File: config.mk
export PLATFORM = sky130hd
export DESIGN_NAME = hilo_unit_flat
export DESIGN_NICKNAME = d
export VERILOG_FILES = /design/src/rtl/hilo_pkg.sv /design/src/rtl/hilo_if.sv /design/src/rtl/hilo_seq_fsm.sv /design/src/rtl/hilo_unit.sv /design/src/flat_wrapper.sv
export SDC_FILE = /design/constraint.sdc
export NUM_CORES = 1
export LEC_CHECK = 0
export BUFFER_PORTS_ARGS = -buffer_cell sky130_fd_sc_hd__buf_2
export CORE_MARGIN = 2
export CORE_UTILIZATION = 50
export CTS_CLUSTER_DIAMETER = 150
export DETAILED_ROUTE_END_ITERATION = 8
export PLACE_DENSITY = 0.87
export SKIP_CTS_REPAIR_TIMING = 1
export SYNTH_ARGS = -nofsm -noshare
export SYNTH_HDL_FRONTEND = slang
export SYNTH_SLANG_ARGS = --single-unit
export TNS_END_PERCENT = 20
File: constraint.sdc
create_clock -name clk -period 2.8 [get_ports clk]
set_clock_uncertainty 0.2 [all_clocks]
set_input_delay 0.14 -clock clk [delete_from_list [all_inputs] [get_ports clk]]
set_output_delay 0.14 -clock clk [all_outputs]
set_load 0.01 [all_outputs]
File: src/rtl/hilo_pkg.sv
// Shared constants for the HI/LO unit: ALU funct codes, sequencer state encoding and
// the multiplier control defaults.
package hilo_pkg;

  localparam logic [5:0] FN_MULTU = 6'd25;
  localparam logic [5:0] FN_MFHI  = 6'd16;
  localparam logic [5:0] FN_MTHI  = 6'd17;
  localparam logic [5:0] FN_MFLO  = 6'd18;
  localparam logic [5:0] FN_MTLO  = 6'd19;

  localparam int unsigned MUL_CYCLES_DEF = 32;
  localparam logic [5:0]  IDLE_CTRL_DEF  = 6'h3F;

  typedef enum logic [1:0] {
    StIdle = 2'd0,
    StRun  = 2'd1,
    StCapt = 2'd2,
    StDone = 2'd3
  } hilo_state_e;

endpackage

File: src/rtl/hilo_if.sv
// Bus between the datapath/multiplier side (master) and the HI/LO unit (slave).
interface hilo_if;
  logic [5:0]  signal;
  logic [31:0] dataA;
  logic [63:0] MulAns;
  logic [5:0]  mulCtrl;
  logic [31:0] HiLoOut;
  logic        busy;
  logic        done;
  logic        stall;

  modport master (
    output signal, dataA, MulAns,
    input  mulCtrl, HiLoOut, busy, done, stall
  );

  modport slave (
    input  signal, dataA, MulAns,
    output mulCtrl, HiLoOut, busy, done, stall
  );
endinterface

File: src/rtl/hilo_seq_fsm.sv
// Multiply sequencer: starts the multiplier, waits out its latency and flags the capture cycle.
module hilo_seq_fsm
  import hilo_pkg::*;
#(
  parameter int unsigned MUL_CYCLES = MUL_CYCLES_DEF,
  parameter logic [5:0]  IDLE_CTRL  = IDLE_CTRL_DEF
) (
  input  logic       clk,
  input  logic       reset,
  input  logic       start_i,
  output logic [5:0] mul_ctrl_o,
  output logic       busy_o,
  output logic       capt_o,
  output logic       done_o
);

  localparam logic [5:0] CntLast = 6'(MUL_CYCLES - 1);

  hilo_state_e state_q, state_d;
  logic [5:0]  cnt_q, cnt_d;
  logic [5:0]  mul_ctrl_q, mul_ctrl_d;

  always_ff @(posedge clk or posedge reset) begin
    if (reset) begin
      state_q    <= StIdle;
      cnt_q      <= 6'd0;
      mul_ctrl_q <= IDLE_CTRL;
    end else begin
      state_q    <= state_d;
      cnt_q      <= cnt_d;
      mul_ctrl_q <= mul_ctrl_d;
    end
  end

  always_comb begin
    state_d    = state_q;
    cnt_d      = cnt_q;
    mul_ctrl_d = mul_ctrl_q;
    unique case (state_q)
      StIdle: begin
        if (start_i) begin
          state_d    = StRun;
          cnt_d      = 6'd0;
          mul_ctrl_d = 6'd0;
        end
      end
      StRun: begin
        // A MULTU arriving here is ignored: only IDLE looks at start_i.
        cnt_d = cnt_q + 6'd1;
        if (cnt_q == CntLast) begin
          state_d = StCapt;
        end
      end
      StCapt: begin
        mul_ctrl_d = IDLE_CTRL;
        state_d    = StDone;
      end
      StDone: begin
        state_d = StIdle;
      end
    endcase
  end

  assign mul_ctrl_o = mul_ctrl_q;
  assign busy_o     = (state_q == StRun) || (state_q == StCapt);
  assign capt_o     = (state_q == StCapt);
  assign done_o     = (state_q == StDone);

endmodule

File: src/rtl/hilo_unit.sv
// HI/LO register file with MULTU sequencing and MFHI/MFLO/MTHI/MTLO service.
// Define HILO_STALL_EN to stall HI/LO accesses and MULTU while a multiply is in flight.
module hilo_unit
  import hilo_pkg::*;
#(
  parameter int unsigned MUL_CYCLES = MUL_CYCLES_DEF,
  parameter logic [5:0]  IDLE_CTRL  = IDLE_CTRL_DEF
) (
  input  logic   clk,
  input  logic   reset,
  hilo_if.slave  bus
);

  logic [31:0] hi_q, hi_d;
  logic [31:0] lo_q, lo_d;
  logic        start;
  logic        capt;
  logic        busy;
  logic        done;
  logic [5:0]  mul_ctrl;

  assign start = (bus.signal == FN_MULTU);

  hilo_seq_fsm #(
    .MUL_CYCLES (MUL_CYCLES),
    .IDLE_CTRL  (IDLE_CTRL)
  ) u_seq (
    .clk        (clk),
    .reset      (reset),
    .start_i    (start),
    .mul_ctrl_o (mul_ctrl),
    .busy_o     (busy),
    .capt_o     (capt),
    .done_o     (done)
  );

  // Capture is applied last so it overrides a coincident MTHI/MTLO.
  always_comb begin
    hi_d = hi_q;
    lo_d = lo_q;
    if (bus.signal == FN_MTHI) hi_d = bus.dataA;
    if (bus.signal == FN_MTLO) lo_d = bus.dataA;
    if (capt) begin
      hi_d = bus.MulAns[63:32];
      lo_d = bus.MulAns[31:0];
    end
  end

  always_ff @(posedge clk or posedge reset) begin
    if (reset) begin
      hi_q <= 32'd0;
      lo_q <= 32'd0;
    end else begin
      hi_q <= hi_d;
      lo_q <= lo_d;
    end
  end

  always_comb begin
    bus.HiLoOut = 32'd0;
    if (bus.signal == FN_MFHI) bus.HiLoOut = hi_q;
    if (bus.signal == FN_MFLO) bus.HiLoOut = lo_q;
  end

  assign bus.mulCtrl = mul_ctrl;
  assign bus.busy    = busy;
  assign bus.done    = done;

`ifdef HILO_STALL_EN
  assign bus.stall = busy && (bus.signal inside {FN_MFHI, FN_MFLO, FN_MTHI, FN_MTLO, FN_MULTU});
`else
  assign bus.stall = 1'b0;
`endif

endmodule

File: src/flat_wrapper.sv
// flat-port wrapper written by rule: the top's interface ports become plain ports
module hilo_unit_flat import hilo_pkg::*;
#(
  parameter int unsigned MUL_CYCLES = MUL_CYCLES_DEF,
  parameter logic [5:0]  IDLE_CTRL  = IDLE_CTRL_DEF
)
  (clk, reset, bus_signal, bus_dataA, bus_MulAns, bus_mulCtrl, bus_HiLoOut, bus_busy, bus_done, bus_stall);
  hilo_if bus_i ();
  input  logic clk;
  input  logic reset;
  input wire logic [$bits(bus_i.signal)-1:0] bus_signal;
  input wire logic [$bits(bus_i.dataA)-1:0] bus_dataA;
  input wire logic [$bits(bus_i.MulAns)-1:0] bus_MulAns;
  output wire logic [$bits(bus_i.mulCtrl)-1:0] bus_mulCtrl;
  output wire logic [$bits(bus_i.HiLoOut)-1:0] bus_HiLoOut;
  output wire logic [$bits(bus_i.busy)-1:0] bus_busy;
  output wire logic [$bits(bus_i.done)-1:0] bus_done;
  output wire logic [$bits(bus_i.stall)-1:0] bus_stall;
  assign bus_i.signal = bus_signal;
  assign bus_i.dataA = bus_dataA;
  assign bus_i.MulAns = bus_MulAns;
  assign bus_mulCtrl = bus_i.mulCtrl;
  assign bus_HiLoOut = bus_i.HiLoOut;
  assign bus_busy = bus_i.busy;
  assign bus_done = bus_i.done;
  assign bus_stall = bus_i.stall;
  hilo_unit #(.MUL_CYCLES(MUL_CYCLES), .IDLE_CTRL(IDLE_CTRL)) u_core (.clk(clk), .reset(reset), .bus(bus_i));
endmodule
==> flow_metrics.py, run 1 <==
metrics = {
    "outcome": {
        "status": "did not finish",
        "firstError": "[ERROR RSZ-0060] Max buffer count reached.",
        "stop_stage": "global routing",
    },
    "logic_synthesis": {
        "synth_fp_nets": 493,
        "ys_types": 37,
        "synth_fa_ha_area_share_pct": 1.91,
        "synth-compound-area-share_pct": 17.6,
        "synth_top_family_by_area": "compound AO/OA/AOI/OAI gates",
        "synth_xor_xnor_area_share_pct": 0,
        "syn_inst": 383,
        "yosys.area_share.simple_pct": 11.3,
        "yosysWarnings": 0,
        "ys_ff_latch": 73,
        "synth_mux_area_share_pct": 16.8,
        "yosysSeqAreaShare_pct": 46.5,
        "syn_area_per_cell_um2": 10.3,
        "synthesis.area_mm2": 0.00393,
    },
    "global_route": {
        "grt_max_degree": 70,
    },
    "floorplan": {
        "initial_core_util_pct": 51.2,
        "die_w_um": 92.7,
        "die_h_um": 92.7,
        "io_pins": 145,
        "rows": 32,
    },
    "place": {
        "io_buffers": 143,
        "place_hpwl_um": 6630,
        "gp_congestion": 0.788,
    },
    "clock_tree": {
        "htree_levels": 3,
        "clk_path_buf_depth": 2,
        "root_buffer": "clkbuf_8",
        "cts_sinks": 73,
        "numCtsBuffers": 9,
    },
}
[synth_stat cells (all sizes together)]
master / count / area (µm²)
nor3b: 1 / 18.8
o21a: 1 / 7.51
mux2i: 65 / 651
o21ai: 67 / 343
clkbuf: 16 / 60.1
nand4bb: 1 / 11.3
nand2: 67 / 251
a221o: 1 / 10.0
dfstp: 1 / 26.3
nand3b: 1 / 7.51
mux2: 1 / 11.3
ha: 6 / 75.1
a22o: 33 / 289
and3: 4 / 25.0
nor4b: 4 / 41.3
nor3: 2 / 15.0
dfrtp: 72 / 1800
nor2b: 2 / 12.5
inv: 4 / 15.0
a211o: 3 / 26.3
or2: 1 / 6.26
or3: 1 / 11.3
conb: 1 / 3.75
nand2b: 2 / 20.0
buf: 19 / 155
nor4: 1 / 6.26
nor2: 2 / 7.51
a21oi: 1 / 5.00
a32o: 1 / 10.0
nand3: 2 / 10.0
[through the flow]
step / hold WS (ps) / worst slack, ps / std cells / utilization [%] / area (µm²)
4_1_cts: -261 / 893 / 619 / 64.2 / 4940
3_5_place_dp: 111 / 745 / 603 / 61.1 / 4690
3_3_place_gp: 81.8 / 748 / 603 / 61.1 / 4690
2_1_floorplan: 66.6 / 608 / 383 / - / 3930
[logic make-up after synthesis]
family / Yosys count
compound gates: 107
fa+ha+maj: 6
other cells: 1
simple gates: 91
buf+inv: 39
mux: 66
flops: 73
==> run 2: changes to the inputs <==
Settings changed: CORE_UTILIZATION 50 to 35, CTS_CLUSTER_DIAMETER 150 to not set, PLACE_DENSITY 0.87 to not set, PLACE_DENSITY_LB_ADDON set to 0.15.
==> run 2 against run 1 <==
Against the previous run:
- the flow now finishes, with violations (hold timing)
- synthesized cell count is the same
- synthesized area did not move
==> flow_metrics.py, run 2 <==
metrics = {
    "critical_path": {
        "critical_path_class": "reg2reg",
        "critPathBufInv": 3,
        "cpLargestDelayFamily": "buffers and inverters",
        "critPathMaxStageDelay_ps": 580,
        "slowest_stage": "dlygate4sd3_1",
        "critPathMaxFanout": 54,
        "worst_ep_required_time_ps": 2820,
        "cp-end-kind": "register",
        "crit_path_cell_trace": "inv_1, ha_4, buf_4, o21ai_1, dlygate4sd3_1",
        "r2r_cells": 5,
        "cp-start-kind": "register",
        "arrival_ps": 2330,
        "critical_path_cell_count": 5,
    },
    "logic_synthesis": {
        "yosysWarnings": 0,
        "synth-edff-count": 0,
        "synth-main-ff-cell": "dfrtp_1",
        "yosysSeqAreaShare_pct": 46.5,
        "syn_area_per_cell_um2": 10.3,
        "synth_top_cells_by_area": "dfrtp_1 46%, mux2i_1 17%, o21ai_1 8.1%",
        "ys_types": 37,
        "synth_top_area_share_pct": 45.8,
        "synthesis.area_mm2": 0.00393,
        "yosysMostFrequentCell": "dfrtp_1",
        "ys_ff_latch": 73,
        "ys_async_sr_fraction_pct": 100,
        "synth_fp_nets": 493,
        "synth_commonest_cells": "72 x dfrtp_1, 67 x nand2_1, 65 x mux2i_1, 64 x o21ai_1, 33 x a22o_1",
        "syn_inst": 383,
        "yosysTopAreaCell": "dfrtp_1",
    },
    "timing": {
        "slew_viol_final": 0,
        "hold_ws_ps": -12.6,
        "fin_crit_ps": 2310,
        "hold_viol": 1,
        "tightest_slew_ps": 627,
        "fin_crit_sh_pct": 82.5,
        "finalSetupViolations": 0,
        "rsz0062_at_grt": "no",
        "fin_tns_setup_ps": 0,
        "setup_slack_ps": 490,
        "slew_headroom_pct": 58.2,
        "fmax_ghz": 0.433,
    },
    "finish": {
        "nets": 749,
        "syn2layout_area_growth_pct": 57.8,
        "fillers": 976,
        "layout_commonest_cell": "buf_2",
        "final_cells": 784,
        "antenna_cells": 0,
        "top_regs": "u_core.hi_q: 32 flops, u_core.lo_q: 32 flops, u_core.u_seq.cnt_q: 6 flops",
        "utilization_pct": 57.0,
        "drive_above_1_share_pct": 27.6,
        "final_cell_mix": "143 x buf_2, 129 x dlygate4sd3_1, 72 x dfrtp_1",
    },
    "routing": {
        "wl_per_cell_um": 14.4,
        "vias": 3817,
        "wirelength_um": 11300,
        "antenna_left": 0,
        "drcViolationCount": 0,
        "dr.pass1.iters": 5,
        "first_iter_violations": 149,
        "via_per_inst": 4.87,
    },
    "place": {
        "dp_slack_ps": 717,
        "dp_cells": 639,
        "place_hpwl_um": 6810,
        "gp_congestion": 0.740,
        "io_buffers": 143,
    },
    "clock_tree": {
        "htree_levels": 3,
        "root_buffer": "clkbuf_8",
        "cts_tree": "done",
        "cts_sinks": 73,
        "clk_pin_slew_worst_paths_ps": 80,
        "numCtsBuffers": 9,
        "insertion_delay_ps": 340,
        "clk_path_buf_depth": 2,
    },
    "pwr": {
        "power_frac_seq_pct": 35.7,
        "power_density_mw_per_mm2": 833,
        "power.leakage_nw": 3.08,
        "total_power_mw": 5.17,
        "comb_power_share_pct": 48.2,
        "p_switching_mw": 1.74,
        "p_sw_share_pct": 33.6,
        "vdd_drop_max_v": 0.000734,
        "power_frac_clock_pct": 16.2,
        "p_int_mw": 3.43,
    },
    "worst_hold_path": {
        "min_path_type": "in2reg",
        "hold_depth": 4,
    },
    "global_route": {
        "grt_pass1_wl_um": 15900,
        "overflow": 0,
        "grt_pass1_vias": 3278,
        "grt_max_degree": 73,
        "track_usage_pct": 16.9,
        "grt_antenna_before_repair": 0,
    },
    "floorplan": {
        "io_pins": 145,
        "core-area_mm2": 0.0109,
        "die_w_um": 110,
        "initial_core_util_pct": 36.1,
        "die_h_um": 110,
        "dieArea_mm2": 0.0121,
        "rows": 38,
    },
    "outcome": {
        "violations": "hold timing",
        "status": "finished with violations",
    },
    "job": {
        "drv_cap": 0,
    },
}
## run 2: area by class of cell
cell class / instances / area [µm²] / area share, %
clock inverters: 7 / 78.8 / 1.27
repair buffers: 280 / 2090 / 33.7
well taps: 140 / 175 / 2.82
multi-input cells: 271 / 1900 / 30.5
clock buffers: 9 / 124 / 2.00
inverters: 4 / 15.0 / 0.242
flip-flops and latches: 73 / 1830 / 29.4
## run 2: power by group through the flow
stage                     combinational (mW)  sequential, mW  clock (mW)
after floorplan                         1.14            1.78           0
after global placement                  1.47            1.85           0
after detailed placement                1.51            1.86           0
after CTS                               1.51            1.84       0.876
after global routing                    2.78            1.91       0.919
final                                   2.49            1.84       0.835
## run 2: worst reg2reg max path, delay by kind of cell, from the launching register on
kind,cells,cell delay (ps)
buf+inv,3,1200
compound gates,1,160
fa+ha+maj,1,220
flops,1,410
## run 2: path summary, 6_finish.rpt
check                                                    start                                      to  slack [ps]
hold / removal                                   bus_signal[4]  u_core.u_seq.mul_ctrl_o[4]$_DFFE_PP1P_         -10
setup / recovery           u_core.u_seq.state_q[0]$_DFFE_PP0P_             u_core.hi_q[29]$_DFFE_PP0P_         490
hold reg to reg              u_core.u_seq.cnt_q[1]$_DFFE_PP0P_       u_core.u_seq.cnt_q[1]$_DFFE_PP0P_         330
setup reg to reg           u_core.u_seq.state_q[0]$_DFFE_PP0P_             u_core.hi_q[29]$_DFFE_PP0P_         490
max in group asynchronous                                reset  u_core.u_seq.mul_ctrl_o[4]$_DFFE_PP1P_        1720
min in group asynchronous                                reset             u_core.lo_q[14]$_DFFE_PP0P_         260
## run 2: cell families after synthesis
| kind of cell | count (synthesis) | share of synthesized area [%] |
|---|---|---|
| adders and majority gates | 6 | 1.91 |
| muxes | 66 | 16.8 |
| AOI/OAI and AO/OA | 107 | 17.6 |
| other | 1 | 0.0953 |
| DFF | 73 | 46.5 |
| buffers and inverters | 39 | 5.85 |
| and+or+nand+nor | 91 | 11.3 |
## run 2: metrics by stage
step                instance area, µm²  hold WS, ps
floorplan                         3930         66.6
finish                            6210        -12.6
global route                      6210         2.97
CTS                               4920         -313
global placement                  4710         69.9
detailed placement                4710         68.0
## run 2: layer usage
layer,up-vias,track usage (%),share of wire [%]
met5,-,0,0
met2,97,27.5,50
met4,0,4.88,0.78
met3,7,3.76,5.6
li1,1880,-,-
met1,1833,22.7,44
(Power assumes the default switching activity.)
==> run 3: changes to the inputs <==
Clock period 2.8 ns to 2.1 ns, I/O delays scaled along.
==> run 3 against run 2 <==
Against the previous run:
- final cell count down 3.2%
- cell area fell by 1.9%
- power rose by 22%
- sequential share of layout area up 0.57 points
- the run now ends clean
- combinational power fell by 6%
- utilization down 1.1 points
- wire length up 2.2%
- via count is 3.4% lower
- die area did not move
==> flow_metrics.py, run 3 (synthesized netlist as in run 2, its figures left out) <==
metrics = {
    "outcome": {
        "status": "finished, final reports clean",
    },
    "pwr": {
        "total_power_mw": 6.29,
        "p_switching_mw": 2.11,
        "power.leakage_nw": 3.00,
        "power_frac_seq_pct": 39.3,
        "p_sw_share_pct": 33.5,
        "vdd_drop_max_v": 0.000617,
        "power_frac_clock_pct": 23.7,
        "power_density_mw_per_mm2": 1030,
        "p_int_mw": 4.18,
        "comb_power_share_pct": 37.1,
    },
    "clock_tree": {
        "clk_pin_slew_worst_paths_ps": 80,
        "cts_tree": "done",
        "insertion_delay_ps": 340,
        "clk_path_buf_depth": 2,
        "htree_levels": 3,
        "root_buffer": "clkbuf_8",
        "cts_sinks": 73,
        "numCtsBuffers": 9,
    },
    "timing": {
        "fin_tns_setup_ps": 0,
        "setup_slack_ps": 159,
        "finalSetupViolations": 0,
        "rsz0062_at_grt": "no",
        "slew_viol_final": 0,
        "hold_viol": 0,
        "fin_crit_ps": 1940,
        "fmax_ghz": 0.515,
        "fin_crit_sh_pct": 92.4,
        "hold_ws_ps": 49.9,
    },
    "critical_path": {
        "cp-start-kind": "register",
        "worst_ep_required_time_ps": 2170,
        "cp-end-kind": "register",
        "critical_path_class": "reg2reg",
        "critPathMaxFanout": 19,
        "critPathMaxStageDelay_ps": 570,
        "slowest_stage": "dlygate4sd3_1",
        "crit_path_cell_trace": "inv_1, ha_4, nand2_1, o21ai_1, dlygate4sd3_1",
        "arrival_ps": 2010,
    },
    "finish": {
        "antenna_cells": 0,
        "fillers": 992,
        "utilization_pct": 55.9,
        "design_area_mm2": 0.00609,
        "multi_input_area_mm2": 0.00190,
        "drive_above_1_share_pct": 29.2,
        "final_cell_mix": "143 x buf_2, 101 x dlygate4sd3_1, 72 x dfrtp_1",
        "nets": 724,
        "final_cells": 759,
        "top_regs": "u_core.hi_q: 32 flops, u_core.lo_q: 32 flops, u_core.u_seq.cnt_q: 6 flops",
        "ff_latch_area_mm2": 0.00183,
        "layout_commonest_cell": "buf_2",
        "syn2layout_area_growth_pct": 54.8,
    },
    "floorplan": {
        "io_pins": 145,
        "die_h_um": 110,
        "core-area_mm2": 0.0109,
        "die_w_um": 110,
        "initial_core_util_pct": 36.1,
        "rows": 38,
        "dieArea_mm2": 0.0121,
    },
    "routing": {
        "first_iter_violations": 168,
        "drcViolationCount": 0,
        "wl_per_cell_um": 15.2,
        "dr.pass1.iters": 4,
        "vias": 3689,
        "wirelength_um": 11600,
        "antenna_left": 0,
        "via_per_inst": 4.86,
    },
    "place": {
        "io_buffers": 143,
        "place_hpwl_um": 6940,
        "place_area_mm2": 0.00480,
        "gp_congestion": 0.784,
        "dp_cells": 642,
        "dp_slack_ps": 248,
    },
    "job": {
        "drv_cap": 0,
    },
    "global_route": {
        "grt_max_degree": 74,
        "grt_antenna_before_repair": 0,
        "track_usage_pct": 17.3,
        "overflow": 0,
        "grt_pass1_wl_um": 16000,
        "grt_pass1_vias": 3304,
    },
    "worst_hold_path": {
        "min_path_type": "in2reg",
    },
}
[run 3: cell types whose count changed in the layout (fill, tap and decap cells not counted), moves of 2 or more]
| cell | change |
|---|---|
| clkinvlp_4 | -2 |
| clkbuf_8 | +2 |
| bufinv_16 | +3 |
| inv_6 | -2 |
| dlygate4sd3_1 | -28 |
| buf_4 | -2 |
| buf_12 | +5 |
[run 3: layer usage]
layer  vias to the layer above  global-route usage [%]  part of all wire [%]
met4                         0                    5.24                   1.1
met3                        13                    4.59                   4.4
met5                         -                       0                     0
li1                       1821                       -                     -
met1                      1756                    22.1                    45
met2                        99                    28.7                    49
[run 3: path summary, 6_finish.rpt]
| path | startpoint | endpoint | slack [ps] | depth (start not counted) |
|---|---|---|---|---|
| worst min-delay path | bus_signal[3] | u_core.u_seq.mul_ctrl_o[4]$_DFFE_PP1P_ | 50 | 4 |
| worst max-delay path | u_core.u_seq.state_q[0]$_DFFE_PP0P_ | u_core.lo_q[27]$_DFFE_PP0P_ | 160 | 5 |
| max in group asynchronous | reset | u_core.u_seq.mul_ctrl_o[4]$_DFFE_PP1P_ | 1150 | 4 |
| worst min register to register | u_core.u_seq.cnt_q[1]$_DFFE_PP0P_ | u_core.u_seq.cnt_q[1]$_DFFE_PP0P_ | 330 | 1 |
| worst max register to register | u_core.u_seq.state_q[0]$_DFFE_PP0P_ | u_core.lo_q[27]$_DFFE_PP0P_ | 160 | 5 |
| min in group asynchronous | reset | u_core.u_seq.cnt_q[0]$_DFFE_PP0P_ | 230 | 4 |
[run 3: area by class of cell]
type,instances,share of cell area (%)
Clock inverter,5,2.05
Multi-Input combinational cell,271,31.1
Sequential cell,73,30.0
Tap cell,140,2.88
Inverter,4,0.308
Clock buffer,11,2.49
Timing Repair Buffer,255,31.1
[run 3: power by group through the flow]
stage	clock network (mW)	registers (mW)	logic, mW
after floorplan	0	2.37	1.52
after detailed placement	0	2.48	2.12
after global placement	0	2.48	2.05
final	1.49	2.47	2.33
after global routing	1.59	2.55	2.66
after CTS	1.53	2.46	2.12
[run 3: critical path, delay by kind of cell (launching register included)]
kind | cells | cell delay [ps]
adders and majority gates | 1 | 340
AOI/OAI and AO/OA | 1 | 80
buffers and inverters | 2 | 740
DFF | 1 | 410
and+or+nand+nor | 1 | 90
